### src/rtl/fifo_ptr_pkg.sv
// Shared definitions for the FIFO pointer controllers (write_pointer, read_pointer).
// Holds the default address width, the depth derivation and the fifo_state encoding.
package fifo_ptr_pkg;

  // Default address width; depth is always a power of two.
  localparam int ADDR_W_DEF = 10;

  // Depth derived from an address width.
  function automatic int depth_of(input int aw);
    return 32'sd1 << aw;
  endfunction

  localparam int DEPTH_DEF = depth_of(ADDR_W_DEF);

  // fifo_state encoding as seen on the output port.
  localparam logic [1:0] ST_EMPTY   = 2'd0;
  localparam logic [1:0] ST_PARTIAL = 2'd1;
  localparam logic [1:0] ST_FULL    = 2'd2;

  typedef enum logic [1:0] {
    S_EMPTY   = ST_EMPTY,
    S_PARTIAL = ST_PARTIAL,
    S_FULL    = ST_FULL
  } fifo_state_e;

endpackage

### src/rtl/bin2gray.sv
// Purely combinational binary-to-Gray converter, width-parameterised.
// Used by write_pointer (WPTR_GRAY_EN builds) and later by read_pointer.
module bin2gray #(
  parameter int W = 11
) (
  input  logic [W-1:0] bin,
  output logic [W-1:0] gray
);

  assign gray = bin ^ (bin >> 1);

endmodule

### src/rtl/write_pointer.sv
// Write-side pointer controller for the single-clock FIFO.
// Qualifies producer writes against fullness, advances the extended write pointer,
// derives occupancy / full / almost-full against the read pointer, tracks sticky
// overflow and a registered EMPTY/PARTIAL/FULL state.
// Optional build macro: WPTR_GRAY_EN adds a registered Gray image of wptr (wptr_gray).
module write_pointer
  import fifo_ptr_pkg::*;
#(
  parameter int ADDR_W       = ADDR_W_DEF,
  parameter int AFULL_MARGIN = 4
) (
  input  logic              clk,
  input  logic              rst,
  input  logic              wr,
  input  logic [ADDR_W:0]   rptr,
  input  logic              clr_ovf,
  output logic [ADDR_W:0]   wptr,
  output logic              fifo_we,
  output logic              fifo_full,
  output logic              fifo_afull,
  output logic [ADDR_W:0]   wr_count,
  output logic              overflow,
  output logic [1:0]        fifo_state
`ifdef WPTR_GRAY_EN
  ,
  output logic [ADDR_W:0]   wptr_gray
`endif
);

  // Occupancy value that means "full": MSB set, address bits zero.
  localparam logic [ADDR_W:0] DEPTH_C   = {1'b1, {ADDR_W{1'b0}}};
  localparam logic [ADDR_W:0] AFULL_THR = DEPTH_C - (ADDR_W+1)'(AFULL_MARGIN);
  localparam logic [ADDR_W:0] ONE_C     = {{ADDR_W{1'b0}}, 1'b1};
  localparam logic [ADDR_W:0] ZERO_C    = {(ADDR_W+1){1'b0}};

  logic [ADDR_W:0] wptr_r;
  logic [ADDR_W:0] wptr_next_s;
  logic [ADDR_W:0] occ_next_s;
  logic            full_s;
  logic            ovf_r;
  fifo_state_e     state_r;
  fifo_state_e     state_next_s;

  // Full is judged on current pointers only, so a same-cycle read never rescues a write.
  assign wr_count   = wptr_r - rptr;
  assign full_s     = (wptr_r[ADDR_W] != rptr[ADDR_W]) &&
                      (wptr_r[ADDR_W-1:0] == rptr[ADDR_W-1:0]);
  assign fifo_full  = full_s;
  assign fifo_afull = (wr_count >= AFULL_THR);
  assign fifo_we    = wr & ~full_s & ~rst;

  assign wptr       = wptr_r;
  assign overflow   = ovf_r;
  assign fifo_state = state_r;

  // Pointer after this edge, and the occupancy it implies against the current read pointer.
  always_comb begin
    wptr_next_s = wptr_r;
    if (fifo_we) begin
      wptr_next_s = wptr_r + ONE_C;
    end else begin
      wptr_next_s = wptr_r;
    end
    occ_next_s = wptr_next_s - rptr;
  end

  // Write pointer: advances on every accepted write, wraps naturally through the MSB.
  always_ff @(posedge clk) begin
    if (rst) begin
      wptr_r <= ZERO_C;
    end else begin
      wptr_r <= wptr_next_s;
    end
  end

  // Sticky overflow: a dropped write sets it; a same-edge set beats clr_ovf.
  always_ff @(posedge clk) begin
    if (rst) begin
      ovf_r <= 1'b0;
    end else if (wr && full_s) begin
      ovf_r <= 1'b1;
    end else if (clr_ovf) begin
      ovf_r <= 1'b0;
    end else begin
      ovf_r <= ovf_r;
    end
  end

  // State register for the occupancy FSM.
  always_ff @(posedge clk) begin
    if (rst) begin
      state_r <= S_EMPTY;
    end else begin
      state_r <= state_next_s;
    end
  end

  // Next state from next-cycle occupancy; EMPTY never jumps straight to FULL.
  always_comb begin
    state_next_s = state_r;
    case (state_r)
      S_EMPTY: begin
        if (occ_next_s != ZERO_C) begin
          state_next_s = S_PARTIAL;
        end else begin
          state_next_s = S_EMPTY;
        end
      end
      S_PARTIAL, S_FULL: begin
        if (occ_next_s == DEPTH_C) begin
          state_next_s = S_FULL;
        end else if (occ_next_s == ZERO_C) begin
          state_next_s = S_EMPTY;
        end else begin
          state_next_s = S_PARTIAL;
        end
      end
      default: begin
        state_next_s = S_EMPTY;
      end
    endcase
  end

`ifdef WPTR_GRAY_EN
  logic [ADDR_W:0] gray_s;
  logic [ADDR_W:0] gray_r;

  bin2gray #(
    .W(ADDR_W + 1)
  ) u_bin2gray (
    .bin  (wptr_r),
    .gray (gray_s)
  );

  // Gray image of the updated pointer, one cycle behind wptr.
  always_ff @(posedge clk) begin
    if (rst) begin
      gray_r <= ZERO_C;
    end else begin
      gray_r <= gray_s;
    end
  end

  assign wptr_gray = gray_r;
`endif

endmodule

### config.mk
export PLATFORM = sky130hd
export DESIGN_NAME = write_pointer
export DESIGN_NICKNAME = d
export VERILOG_FILES = /design/src/rtl/fifo_ptr_pkg.sv /design/src/rtl/bin2gray.sv /design/src/rtl/write_pointer.sv
export SDC_FILE = /design/constraint.sdc
export NUM_CORES = 1
export LEC_CHECK = 0
export CORE_MARGIN = 1.5
export CORE_UTILIZATION = 49
export DETAILED_ROUTE_END_ITERATION = 7
export PLACE_DENSITY = 0.88
export SLEW_MARGIN = 20
export SYNTH_ARGS = -nofsm -noshare
export SYNTH_HDL_FRONTEND = slang
export SYNTH_SLANG_ARGS = --single-unit
### constraint.sdc
create_clock -name clk -period 6.4 [get_ports clk]
set_clock_uncertainty 0.2 [all_clocks]
set_input_delay 1.92 -clock clk [delete_from_list [all_inputs] [get_ports clk]]
set_output_delay 1.92 -clock clk [all_outputs]
set_load 0.05 [all_outputs]
# After elaboration in Yosys (flattened, before gate mapping)
# Index checks and enable logic that the tools add are counted.
# W data, S select, Z words.
# word_totals
ff_bits,14
input_bits,15
# op_classes
addsub,3
order_cmp,1
eq_ne,5
n_mux,7
n_bitwise,4
reduce_logical,7
# ops
op,count
$sub A11 B11 Y11,2
$add A11 B1 Y11 const B,1
$eq A11 B11 Y1 const B,1
$ge A11 B10 Y1 const B,1
$logic_not A11 Y1,1
$mux W11,1
$reduce_bool A11 Y1,1
$eq A10 B10 Y1,1
$mux W1,4
$pmux W2 S2,1
$and A1 B1 Y1,2
$eq A2 B1 Y1 const B,1
$eq A2 B2 Y1 const B,1
$logic_and A1 B1 Y1,2
$logic_not A2 Y1,1
$mux W2,1
$not A1 Y1,2
$reduce_bool A2 Y1,1
$reduce_or A2 Y1,1
$ne A1 B1 Y1,1

# Logic depth before layout (Yosys ltp)
# depth
depth_word,11
mapped_depth,15

# Worst setup path before layout
# Ideal clock, no wire load.
# synth_timing
kind,input-to-output
startpoint,in rptr[0]
endpoint,out fifo_afull
t_arrival_ps,4475
path_slack_ps,-195
cell_stages,8
n_path_buf,0
path_cell_list,ha_1 fa_1 nor2b_1 or2_1 a21oi_1 xnor2_1 o2111a_1 a41o_1
# synth_between
elab_chain_cells,2
# synth_rtl
element,line_no,rtl
start: declaration,write_pointer.sv:15,"input logic [ADDR_W:0] rptr,"
$sub A11 B11 Y11,write_pointer.sv:45,assign wr_count = wptr_r - rptr;
named net wr_count[4],write_pointer.sv:21,"output logic [ADDR_W:0] wr_count,"
$ge A11 B10 Y1,write_pointer.sv:49,assign fifo_afull = (wr_count >= AFULL_THR);
end: declaration,write_pointer.sv:20,"output logic fifo_afull,"
# The timed path passes the listed nets, and every way through them passes these cells.

# Worst setup path after layout
# layout_timing
startpoint,in rptr[3]
endpoint,out fifo_afull
# layout_between
elab_chain_cells,2
# layout_rtl
element,line_no
$sub A11 B11 Y11,write_pointer.sv:45
$ge A11 B10 Y1,write_pointer.sv:49
# Every way passes these cells.

==> flow_metrics.env <==
export IMPL_fin_crit_sh_pct=98.4
export IMPL_r2r_slack_ps=2070
export IMPL_ys_flop_type="dfxtp_1"
export IMPL_whs_path_depth=3
export IMPL_synth_top_area_share_pct=18.0
export IMPL_ys_seq_area_share_pct=17.5
export IMPL_port_buffers=42
export IMPL_clock_fmax_ghz=0.159
export IMPL_dieWidth_um=60.2
export IMPL_yosysUniqueCellTypes=51
export IMPL_grt_pass1_vias=1550
export IMPL_first_iter_violations=101
export IMPL_hold_viol=0
export IMPL_grt_pass1_wl_um=6690
export IMPL_grt_ovfl_total=0
export IMPL_worst_pin_slew_ps=800
export IMPL_rows=20
export IMPL_io_pins=43
export IMPL_yosysTopAreaCell="ha_1"
export IMPL_syn_nets=237
export IMPL_finalWirelength_um=4250
export IMPL_drc_errors=0
export IMPL_syn_area_per_cell_um2=8.09
export IMPL_synthCells=198
export IMPL_initial_core_util_pct=52.1
export IMPL_cts_sinks=14
export IMPL_drv_cap=0
export IMPL_drt_pass1_iterations=4
export IMPL_gp_congestion=0.838
export IMPL_crit_slowest_cell="or4b_1"
export IMPL_required_ps=4280
export IMPL_synth_edf_count=0
export IMPL_slew_viol_final=0
export IMPL_yosys_area_share_xor_xnor_pct=11.9
export IMPL_grt_max_degree=15
export IMPL_die_area_um2=3620
export IMPL_wl_per_cell_um=14.2
export IMPL_antenna_cells=0
export IMPL_drive_gt1_share_pct=18.8
export IMPL_critical_path_arrival_ps=4180
export IMPL_synth_top_family_by_area="simple AND/OR/NAND/NOR gates"
export IMPL_clkTransAtPathRegs_ps=80
export IMPL_area_growth_pct=46.1
export IMPL_finalNetCount=296
export IMPL_fin_crit_ps=6300
export IMPL_num_vias=1637
export IMPL_r2r_cells=14
export IMPL_slew_headroom_pct=46.6
export IMPL_whs_endpoint="overflow"
export IMPL_r2r_start="wptr[3]"
export IMPL_worst_path_buf_inv=3
export IMPL_cp_top_family="buffers and inverters"
export IMPL_holdCritStartpoint="overflow"
export IMPL_vias_per_cell=5.47
export IMPL_rsz0062_at_grt="false"
export IMPL_place_hpwl_um=3510
export IMPL_ys_warn_count=0
export IMPL_grt_total_usage_pct=24.2
export IMPL_clockBufferDepth=2
export IMPL_async_reset_ff_share_pct=0
export IMPL_multi_input_area_um2=1330
export IMPL_antenna_found_initial=0
export IMPL_syn_area_um2=1600
export IMPL_yosys_area_share_adder_pct=19.2
export IMPL_p_leak_uw=0.00108
export IMPL_fillers=229
export IMPL_regToRegEndpoint="fifo_state[0]"
export IMPL_synthMuxAreaShare_pct=0.625
export IMPL_whs_ps=396
export IMPL_core_area_um2=3080
export IMPL_cts_hold_buf=0
export IMPL_numCtsBuffers=3
export IMPL_htreeDepth=1
export IMPL_antenna_left=0
export IMPL_finalSetupViolations=0
export IMPL_ir_drop_mv=0.0885
export IMPL_clock_latency_ps=270
export IMPL_synth_compound_area_share_pct=16.0
export IMPL_crit_fanout=4
export IMPL_cp_start_kind="primary input"
export IMPL_slowest_delay_ps=500
export IMPL_die_height_um=60.2
export IMPL_regArea_um2=280
export IMPL_status="completed"
export IMPL_power_density_nw_per_um2=113
export IMPL_cts_tree="done"
export IMPL_synth_simple_area_share_pct=30.2
export IMPL_finalSetupTns_ps=0
export IMPL_root_buffer="clkbuf_4"
export IMPL_synth_area_top_cells="ha_1, dfxtp_1, xnor2_1, nor2b_1, inv_1"
export IMPL_synth_seq_cells=14
export IMPL_end_kind="output port"
export IMPL_critPathKind="in -> out"
export IMPL_path_cells="clkdlybuf4s50_1 -> inv_1 -> ha_2 -> o21ai_0 -> a21oi_2 -> o211ai_1 -> or4b_1 -> nand3_2 -> a41o_1 -> buf_12"
export IMPL_hp_class="reg -> reg"
## per-layer routing
layer  part of all wire (%)  up-vias  routed length [um]  global-route usage [%]
met3                    1.8        2                  78                    1.30
met1                     45      778                1920                    31.2
li1                       -      832                   -                       -
met2                     53       25                2240                    44.6
met5                      0        -                   0                       0
met4                   0.14        0                   6                    3.81
## cells by family after synthesis
kind of cell / Yosys count
flops: 14
mux: 1
simple gates: 83
buf+inv: 19
xor+xnor: 21
compound gates: 36
fa+ha+maj: 24
## cell usage after synthesis, drive strengths merged (6+ instances only)
cell type,instances
xnor2,17
nor3,6
nor2b,14
nor2,13
o21ai,8
ha,23
nand2b,6
nand2,9
nand3,7
a21oi,7
dfxtp,14
inv,17
## power breakdown
part / internal (uW) / switching (uW) / total, uW
combinational: 54.8 / 71.0 / 126
sequential: 88.4 / 1.66 / 90.0
clock: 21.8 / 27.9 / 49.7
## placed cells by master, fill, tap and decap left out, drive strengths merged, types with 2 or more instances in the layout
master         count
and4               2
o21a               2
xor2               4
a21oi              7
or4                3
nand4              2
or2                4
clkdlybuf4s50     30
nor2b             14
nor3               6
a21o               2
inv               17
xnor2             17
nor4               2
o21ai              8
or3                4
and3               5
dfxtp             14
clkbuf             3
nand2              9
buf               26
a31oi              3
and2               2
nor2              13
nand3              7
nand2b             6
ha                23
## per-stage QoR
stage | std cells | utilization [%] | total power (uW) | setup WS [ps] | instance area (um2)
CTS | 298 | 74.4 | 267 | 0.266 | 2290
finish | 299 | 76.1 | 266 | 104 | 2340
floorplan | 198 | - | 166 | 83.8 | 1630
global placement | 295 | 73.7 | 212 | 10.4 | 2270
detailed placement | 295 | 73.7 | 215 | 2.13 | 2270
global route | 299 | 76.1 | 281 | 3.63 | 2340
## how the worst max path moves through the flow
stage               startpoint         end  slack [ps]  cells after the start
floorplan              rptr[2]  fifo_afull          80                      8
global placement       rptr[1]  fifo_afull          10                     10
detailed placement     rptr[1]  fifo_afull           2                     10
CTS                    rptr[1]  fifo_afull         0.3                     10
global route           rptr[3]  fifo_afull           4                     10
finish                 rptr[3]  fifo_afull         100                     10
## registers in the layout, summed over array words and instances (netlist names)
signal,cells
fifo_state,2
overflow,1
wptr,11
## timing repair
action	CTS	global route
resized for setup	0	10
buffers inserted	0	1
setup endpoints to repair	0	2
## final cells by class
type | instances | share of cell area [%]
timing repair buffer | 56 | 25.4
inverter | 17 | 2.72
multi-input combinational | 165 | 56.6
clock buffer | 3 | 0.962
tap | 44 | 2.35
sequential | 14 | 12.0
## worst min-delay path, stage by stage, from the launching register on
cell and delay (ps):
dfxtp_1 330, nor2b_1 120, a21oi_1 50, nor2_1 70
Note: power is estimated with default switching activity, not from simulation.
